--- config.mk ---
export PLATFORM = sky130hd
export DESIGN_NAME = modbus_tx_framer
export DESIGN_NICKNAME = d
export VERILOG_FILES = /design/src/rtl/modbus_pkg.sv /design/src/rtl/modbus_crc16_serial.sv /design/src/rtl/modbus_tx_framer.sv
export SDC_FILE = /design/constraint.sdc
export NUM_CORES = 1
export LEC_CHECK = 0
export BUFFER_PORTS_ARGS = -buffer_cell sky130_fd_sc_hd__clkbuf_2
export CORE_ASPECT_RATIO = 1.1
export CORE_MARGIN = 2
export CORE_UTILIZATION = 35
export CTS_CLUSTER_SIZE = 40
export DETAILED_ROUTE_END_ITERATION = 10
export SLEW_MARGIN = 10
export SYNTH_ARGS = -nofsm -noshare
export SYNTH_HDL_FRONTEND = slang
export SYNTH_HIERARCHICAL = 1
export SYNTH_SLANG_ARGS = --single-unit
--- constraint.sdc ---
create_clock -name clk -period 4.1 [get_ports clk]
set_clock_uncertainty 0.2 [all_clocks]
set_input_delay 1.23 -clock clk [delete_from_list [all_inputs] [get_ports clk]]
set_output_delay 1.23 -clock clk [all_outputs]
set_load 0.005 [all_outputs]
--- src/rtl/modbus_pkg.sv ---
// Shared types and constants for the Modbus RTU framing logic.
package modbus_pkg;

  localparam logic [15:0] MB_CRC_INIT  = 16'hFFFF;
  localparam logic [15:0] MB_CRC_POLY  = 16'hA001;
  localparam logic [3:0]  MB_FRAME_LEN = 4'd8;

  // Byte position of each field inside the transmitted frame
  localparam int unsigned MB_BYTE_ADDR     = 0;
  localparam int unsigned MB_BYTE_FUNC     = 1;
  localparam int unsigned MB_BYTE_WORD0_HI = 2;
  localparam int unsigned MB_BYTE_WORD0_LO = 3;
  localparam int unsigned MB_BYTE_WORD1_HI = 4;
  localparam int unsigned MB_BYTE_WORD1_LO = 5;
  localparam int unsigned MB_BYTE_CRC_LO   = 6;
  localparam int unsigned MB_BYTE_CRC_HI   = 7;

  typedef enum logic [2:0] {
    StIdle,
    StCrc,
    StEmit,
    StWaitBusy,
    StWaitDone,
    StGap
  } mb_state_e;

endpackage

--- src/rtl/modbus_crc16_serial.sv ---
// Bit-serial CRC-16/MODBUS register, one message bit (LSB first) per enabled cycle.
module modbus_crc16_serial
  import modbus_pkg::*;
(
  input  logic        clk,
  input  logic        rst,
  input  logic        init,
  input  logic        en,
  input  logic        bit_in,
  output logic [15:0] crc
);

  logic [15:0] crc_q;
  logic        fb;

  assign fb  = crc_q[0] ^ bit_in;
  assign crc = crc_q;

  // Reflected LFSR step; init takes priority over a shift in the same cycle
  always_ff @(posedge clk) begin
    if (rst || init) begin
      crc_q <= MB_CRC_INIT;
    end else if (en) begin
      crc_q <= (crc_q >> 1) ^ (fb ? MB_CRC_POLY : 16'h0000);
    end
  end

endmodule

--- src/rtl/modbus_tx_framer.sv ---
// Builds an 8-byte Modbus RTU frame from a request, emits it as a one-cycle
// pulse on data_out, then follows tx_en and enforces the inter-frame silence.
module modbus_tx_framer
  import modbus_pkg::*;
#(
  parameter int unsigned ClkFrequency = 12000000,
  parameter int unsigned Baud         = 9600,
  parameter int unsigned GapBits      = 39,
  parameter int unsigned BusyTimeout  = 16
) (
  input  logic        clk,
  input  logic        rst,
  input  logic        req_valid,
  output logic        req_ready,
  input  logic [7:0]  req_addr,
  input  logic [7:0]  req_func,
  input  logic [15:0] req_word0,
  input  logic [15:0] req_word1,
  output logic [71:0] data_out,
  input  logic        tx_en,
  output logic        busy,
  output logic        done,
  output logic        timeout
);

  localparam int unsigned GapCycles = ClkFrequency / Baud * GapBits;
  localparam int unsigned GapW      = $clog2(GapCycles + 1);
  localparam int unsigned BusyW     = $clog2(BusyTimeout + 1);

  localparam logic [GapW-1:0]  GapLast  = GapW'(GapCycles - 1);
  localparam logic [BusyW-1:0] BusyLast = BusyW'(BusyTimeout - 1);

  mb_state_e        state_q;
  logic [47:0]      sr_q;
  logic [5:0]       bitcnt_q;
  logic [BusyW-1:0] busy_cnt_q;
  logic [GapW-1:0]  gap_cnt_q;
  logic [15:0]      crc;
  logic             accept;

  assign accept = req_valid && (state_q == StIdle);

  // The shift register rotates rather than shifts, so after 48 CRC cycles it
  // holds the original payload again, ready to be emitted.
  modbus_crc16_serial u_crc (
    .clk    (clk),
    .rst    (rst),
    .init   (accept),
    .en     (state_q == StCrc),
    .bit_in (sr_q[0]),
    .crc    (crc)
  );

  // Request FSM with payload register and the busy/gap counters
  always_ff @(posedge clk) begin
    if (rst) begin
      state_q    <= StIdle;
      sr_q       <= '0;
      bitcnt_q   <= '0;
      busy_cnt_q <= '0;
      gap_cnt_q  <= '0;
    end else begin
      unique case (state_q)
        StIdle: begin
          if (req_valid) begin
            sr_q[8*MB_BYTE_ADDR     +: 8] <= req_addr;
            sr_q[8*MB_BYTE_FUNC     +: 8] <= req_func;
            sr_q[8*MB_BYTE_WORD0_HI +: 8] <= req_word0[15:8];
            sr_q[8*MB_BYTE_WORD0_LO +: 8] <= req_word0[7:0];
            sr_q[8*MB_BYTE_WORD1_HI +: 8] <= req_word1[15:8];
            sr_q[8*MB_BYTE_WORD1_LO +: 8] <= req_word1[7:0];
            bitcnt_q <= '0;
            state_q  <= StCrc;
          end
        end
        StCrc: begin
          sr_q     <= {sr_q[0], sr_q[47:1]};
          bitcnt_q <= bitcnt_q + 6'd1;
          if (bitcnt_q == 6'd47) begin
            state_q <= StEmit;
          end
        end
        StEmit: begin
          busy_cnt_q <= '0;
          state_q    <= StWaitBusy;
        end
        StWaitBusy: begin
          if (tx_en) begin
            state_q <= StWaitDone;
          end else if (busy_cnt_q == BusyLast) begin
            gap_cnt_q <= '0;
            state_q   <= StGap;
          end else begin
            busy_cnt_q <= busy_cnt_q + BusyW'(1);
          end
        end
        StWaitDone: begin
          if (!tx_en) begin
            gap_cnt_q <= '0;
            state_q   <= StGap;
          end
        end
        StGap: begin
          // Any line activity restarts the silence window
          if (tx_en) begin
            gap_cnt_q <= '0;
          end else if (gap_cnt_q == GapLast) begin
            state_q <= StIdle;
          end else begin
            gap_cnt_q <= gap_cnt_q + GapW'(1);
          end
        end
        default: state_q <= StIdle;
      endcase
    end
  end

  assign req_ready = (state_q == StIdle);
  assign busy      = (state_q != StIdle);
  assign done      = (state_q == StGap) && !tx_en && (gap_cnt_q == GapLast);
  assign timeout   = (state_q == StWaitBusy) && !tx_en && (busy_cnt_q == BusyLast);

  // Frame is non-zero only in EMIT, so the plugin sees a length of 0 otherwise
  always_comb begin
    data_out = '0;
    if (state_q == StEmit) begin
      data_out[3:0]                     = MB_FRAME_LEN;
      data_out[55:8]                    = sr_q;
      data_out[8+8*MB_BYTE_CRC_LO +: 8] = crc[7:0];
      data_out[8+8*MB_BYTE_CRC_HI +: 8] = crc[15:8];
    end
  end

endmodule

== Word level (Yosys, flattened, before mapping) ==
Cells that the tools add are included.
Widths: inputs -> output; s select.
Word-level totals
  logic and storage cells: 69
  flip-flop bits (word level): 94
  output and inout port bits: 76
Operators by class
  equal/unequal tests: 18
  $add $sub $neg: 3
  bitwise gates (word level): 2
  muxes and demuxes: 24
  reductions and logical operators: 16
Operators by type and width (count)
  $mux 16: 6
  $pmux 48 s2: 1
  $mux 64: 1
  $mux 48: 1
  $pmux 16 s3: 1
  $mux 3: 7
  $pmux 3 s6: 1
  $add 16x1->16 const B: 1
  $eq 16x16->1 const B: 1
  $ne 2x2->1 const B: 8
  $xor 15x16->16: 1
  $pmux 6 s2: 1
  $mux 5: 2
  $pmux 5 s2: 1
  $add 6x1->6 const B: 1
  $eq 3x2->1 const B: 2
  $eq 3x3->1 const B: 2
  $eq 6x6->1 const B: 1
  $mux 6: 1
  $ne 3x3->1 const B: 2
  $reduce_and 6->1: 1
  $reduce_bool 3->1: 2
  $add 5x1->5 const B: 1
  $eq 5x4->1 const B: 1
  other kinds (11): 16

== Depth between registers and ports, before layout ==
  depth after elaboration: 4
  mapped depth: 9
  gate-level depth less buffers: 8

== Cells and area by module ==
Netlist, hierarchy kept.
By module, submodules not included
  modbus_tx_framer: cells each 534, area an instance 4033.9 µm², sequential area each 1561.5 µm², times used 1
  modbus_crc16_serial: cells each 58, area an instance 601.8 µm², sequential area each 320.3 µm², times used 1

== Worst setup path after synthesis ==
Ideal clock, no wire load.
  path kind: in2out
  from: in tx_en
  to: out done
  buffers on the path: 0
  arrival: 2.348 ns
  stages on the path: 3
  setup slack: 0.322 ns
  data required time: 2.670 ns
  cells stage by stage: or4bb_1 > nor4_4 > and2_2
On the way
  cells in the longest elaborated chain, start to end: 3
RTL lines
  from (decl): line modbus_tx_framer.sv:20  | input logic tx_en,
  $logic_not 1->1: line modbus_tx_framer.sv:120  | assign done = (state_q == StGap) && !tx_en && (gap_cnt_q == GapLast);
  $logic_and 1x1->1 (2 in a row): line modbus_tx_framer.sv:120
  to (decl): line modbus_tx_framer.sv:22  | output logic done,
Every way passes these cells.

== Worst setup path in the final report ==
Ends and elaborated chain as after synthesis.

==> report_table.html <==
<table>
<tr><th>Metric</th><th>Value</th></tr>
<tr><th colspan="2">Timing</th></tr>
<tr><td>Unrepaired setup endpoints after global routing</td><td>false</td></tr>
<tr><td>Total count of max-transition violations in the final report</td><td>0</td></tr>
<tr><td>Final setup margin</td><td>around 0.24 ns</td></tr>
<tr><td>Worst-Margin Slew</td><td>a little under 0.8 ns</td></tr>
<tr><td>Fin crit share</td><td>between 90% and 100%</td></tr>
<tr><td>Final number of hold-violating endpoints</td><td>0</td></tr>
<tr><td>Setup TNS Final</td><td>0 ns</td></tr>
<tr><td>Setup violators final</td><td>0</td></tr>
<tr><td>Final critical-path required period</td><td>3.86 ns</td></tr>
<tr><td>Slew margin rel.</td><td>48.2%</td></tr>
<tr><td>Upper clock frequency limit</td><td>259 MHz</td></tr>
<tr><th colspan="2">Setup path</th></tr>
<tr><td>R2R Path Start</td><td>state_q[0]</td></tr>
<tr><td>Arrival time of the worst setup path</td><td>2.43 ns</td></tr>
<tr><td>Crit start category</td><td>primary input</td></tr>
<tr><td>Critical path type</td><td>in -&gt; out</td></tr>
<tr><td>Largest driver fanout on the critical path</td><td>2</td></tr>
<tr><td>Crit path required time</td><td>2.67 ns</td></tr>
<tr><td>Worst setup EP type</td><td>output port</td></tr>
<tr><td>Critical path launch point</td><td>tx_en</td></tr>
<tr><td>Setup slack of the worst register-to-register path</td><td>1.17 ns</td></tr>
<tr><th colspan="2">Clock network</th></tr>
<tr><td>Clock tree from TritonCTS</td><td>yes</td></tr>
<tr><td>Clock network latency to the later pin of the worst-skew pair</td><td>0.34 ns</td></tr>
<tr><td>CTS H-Tree Depth</td><td>3</td></tr>
<tr><td>Total of hold buffers inserted after clock tree synthesis</td><td>0</td></tr>
<tr><td>Clock net sink count</td><td>between 90 and 100</td></tr>
<tr><td>Root Buffer Master</td><td>clkbuf_16</td></tr>
<tr><td>Maximum buffer depth of the clock tree</td><td>2</td></tr>
<tr><td>Number of cells upsized or downsized after cts</td><td>0</td></tr>
<tr><td>Post-CTS setup buffer count</td><td>0</td></tr>
<tr><td>CTS clk-pin slew, worst paths</td><td>0.06 ns</td></tr>
<tr><td>Number of clock buffers inserted by TritonCTS</td><td>9</td></tr>
<tr><th colspan="2">Global route</th></tr>
<tr><td>Global routing met1 resource utilization</td><td>20.3%</td></tr>
<tr><td>GR Util met3</td><td>3.89%</td></tr>
<tr><td>First-pass GRT wire length</td><td>19.2 mm</td></tr>
<tr><td>Routing usage on met2</td><td>27.0%</td></tr>
<tr><td>Initial antenna violation count</td><td>0</td></tr>
<tr><td>Global route hottest layer</td><td>met2</td></tr>
<tr><td>Number of global-route vias before repair</td><td>4233</td></tr>
<tr><td>Largest net degree at the start of global routing</td><td>67</td></tr>
<tr><td>Residual overflow from global routing</td><td>0</td></tr>
<tr><td>GR Util All Layers</td><td>16.4%</td></tr>
<tr><th colspan="2">Synth</th></tr>
<tr><td>Netlist Area Pre-Place</td><td>0.00464 mm^2</td></tr>
<tr><td>Avg Inst Size Synth</td><td>roughly 7.8 um^2</td></tr>
<tr><td>Count of flip-flops with a built-in enable after synthesis</td><td>0</td></tr>
<tr><td>Post-synthesis cell type count</td><td>59</td></tr>
<tr><td>Area share of the largest cell type after synthesis</td><td>40.6%</td></tr>
<tr><td>Synth Flop Type</td><td>dfxtp_1</td></tr>
<tr><td>Synth area leaders</td><td>dfxtp_1, nor2_1, and2_1</td></tr>
<tr><td>Async SR Flop Fraction</td><td>0%</td></tr>
<tr><td>Fraction of the yosys area taken by sequential cells</td><td>40.6%</td></tr>
<tr><td>Largest area contributor in the synthesized netlist</td><td>dfxtp_1</td></tr>
<tr><td>Number of warnings reported in the yosys synthesis log</td><td>6</td></tr>
<tr><td>Count leader, synth</td><td>nor2_1</td></tr>
<tr><td>Number of register bits inferred by synthesis</td><td>94</td></tr>
<tr><td>List of most frequent post-synthesis cells</td><td>nor2_1, dfxtp_1, and2_1</td></tr>
<tr><td>Mapped Cells</td><td>592</td></tr>
<tr><th colspan="2">Status</th></tr>
<tr><td>Result of the run</td><td>finished clean</td></tr>
<tr><th colspan="2">Route</th></tr>
<tr><td>Vias per std cell</td><td>slightly above 5</td></tr>
<tr><td>Count of unresolved DRC violations after routing</td><td>0</td></tr>
<tr><td>Sum of routed wire length over all layers</td><td>11.5 mm</td></tr>
<tr><td>Count of antenna-violating nets left after detailed routing</td><td>0</td></tr>
<tr><td>Number of DRC markers in iteration 0</td><td>207</td></tr>
<tr><td>WL per Instance</td><td>around 13 um</td></tr>
<tr><td>Via Count</td><td>4374</td></tr>
<tr><td>Number of detailed-route iterations in the first pass</td><td>4</td></tr>
<tr><th colspan="2">Layout</th></tr>
<tr><td>Final net count</td><td>750</td></tr>
<tr><td>Area grow syn2layout</td><td>20.5%</td></tr>
<tr><td>Filler cell count</td><td>1335</td></tr>
<tr><td>Diode insertion count for antenna repair</td><td>0</td></tr>
<tr><td>Non-Filler Instances</td><td>858</td></tr>
<tr><td>Fraction of final layout cells sized beyond drive strength 1</td><td>approximately a quarter</td></tr>
<tr><th colspan="2">Die</th></tr>
<tr><td>Die Area</td><td>roughly 0.014 mm^2</td></tr>
<tr><td>Core ar.</td><td>0.0130 mm^2</td></tr>
<tr><td># IOs</td><td>128</td></tr>
<tr><td># rows</td><td>44</td></tr>
<tr><td>Die Span X</td><td>114 um</td></tr>
<tr><td>Floorplan die height</td><td>125 um</td></tr>
<tr><td>Effective utilization at floorplan</td><td>between 30% and 40%</td></tr>
<tr><th colspan="2">Power</th></tr>
<tr><td>Power density over the cells</td><td>around 370 mW/mm^2</td></tr>
<tr><td>Leakage power total</td><td>0.00244 uW</td></tr>
<tr><td>Peak supply drop</td><td>around 0.17 mV</td></tr>
<tr><th colspan="2">Placed design</th></tr>
<tr><td>Half-perimeter wire length after detailed placement</td><td>roughly 8 mm</td></tr>
<tr><td>Buffers on Ports</td><td>120</td></tr>
<tr><td>Placed Instances</td><td>about 840</td></tr>
<tr><td>Worst slack at placement</td><td>0.240 ns</td></tr>
<tr><td>Weighted congestion at the end of routability-driven global placement</td><td>0.848</td></tr>
<tr><th colspan="2">Job</th></tr>
<tr><td>Max Cap Violations</td><td>0</td></tr>
<tr><th colspan="2">Worst hold path</th></tr>
<tr><td>Hold Path Origin</td><td>sr_q[8]</td></tr>
<tr><td>Class of the worst hold path</td><td>reg -&gt; reg</td></tr>
</table>
## flip-flops by register name (all words and copies together) (netlist names)
signal and count:
bitcnt_q 6, busy_cnt_q 5, gap_cnt_q 16, sr_q 48, state_q 3, u_crc/crc 16
## power breakdown
group | internal [uW] | switching (uW) | total, uW | leakage (uW)
sequential | 966 | 41.5 | 1010 | 0.000768
clock | 484 | 346 | 829 | 0.000141
combinational | 90.1 | 136 | 226 | 0.00153
## final timing paths
check	to	cells past startpoint
hold reg to reg	sr_q[8]	2
setup / recovery	done	5
setup reg to reg	bitcnt_q[4]	6
hold / removal	sr_q[8]	2
## final cells by class
class / instances / area (um^2) / share of cell area (%)
Inverter: 10 / 37.5 / 0.672
Multi-Input combinational cell: 447 / 2490 / 44.6
Tap cell: 161 / 201 / 3.61
Timing Repair Buffer: 131 / 683 / 12.2
Clock buffer: 11 / 243 / 4.34
Clock inverter: 4 / 47.5 / 0.851
Sequential cell: 94 / 1880 / 33.7
## stage by stage
stage	area (um^2)	power, uW	util, %	hold WS (ns)
2_1_floorplan	4660	1190	-	0.245
3_3_place_gp	5300	1250	40.6	0.256
3_5_place_dp	5300	1260	40.6	0.261
4_1_cts	5590	2090	42.8	0.270
5_1_grt	5590	2160	42.8	0.290
6_report	5590	2060	42.8	0.267
## cells by family after synthesis
kind of cell / share of synthesized area (%)
AND/OR/NAND/NOR: 34.2
AO/OA/AOI/OAI: 13.7
flip-flops: 40.6
buffers and inverters: 6.10
multiplexers: 3.05
adder cells (fa/ha/maj): 1.35
XOR/XNOR: 0.945
other: 0.0809
## per-layer routing
metal	share of wire, %	vias to the layer above
met2	48	100
met1	45	2051
met3	5.5	12
li1	-	2211
met4	1.5	0
met5	0	-
## critical path, stage by stage
cell and delay (ns):
clkbuf_2 0.09, or4bb_1 0.53, nor4_4 0.30, and2_2 0.18, clkbuf_2 0.10
## cell usage in the layout, fill, tap and decap left out, drive strengths merged, types with 2 or more instances in the layout
cell / n
nand3: 14
o22ai: 2
nand2b: 2
nand2: 51
and3: 6
dfxtp: 94
conb: 7
nor3: 13
inv: 9
o21ai: 12
o21ba: 2
a22oi: 20
clkbuf: 131
or3: 4
and2: 65
a21o: 2
nor2b: 2
and3b: 2
a311oi: 5
buf: 11
mux2i: 13
nor2: 117
nor4: 30
ha: 5
a31oi: 4
clkinv: 3
xnor2: 4
or3b: 2
nand4: 5
a21oi: 40
o31ai: 2
(Power assumes the default switching activity.)
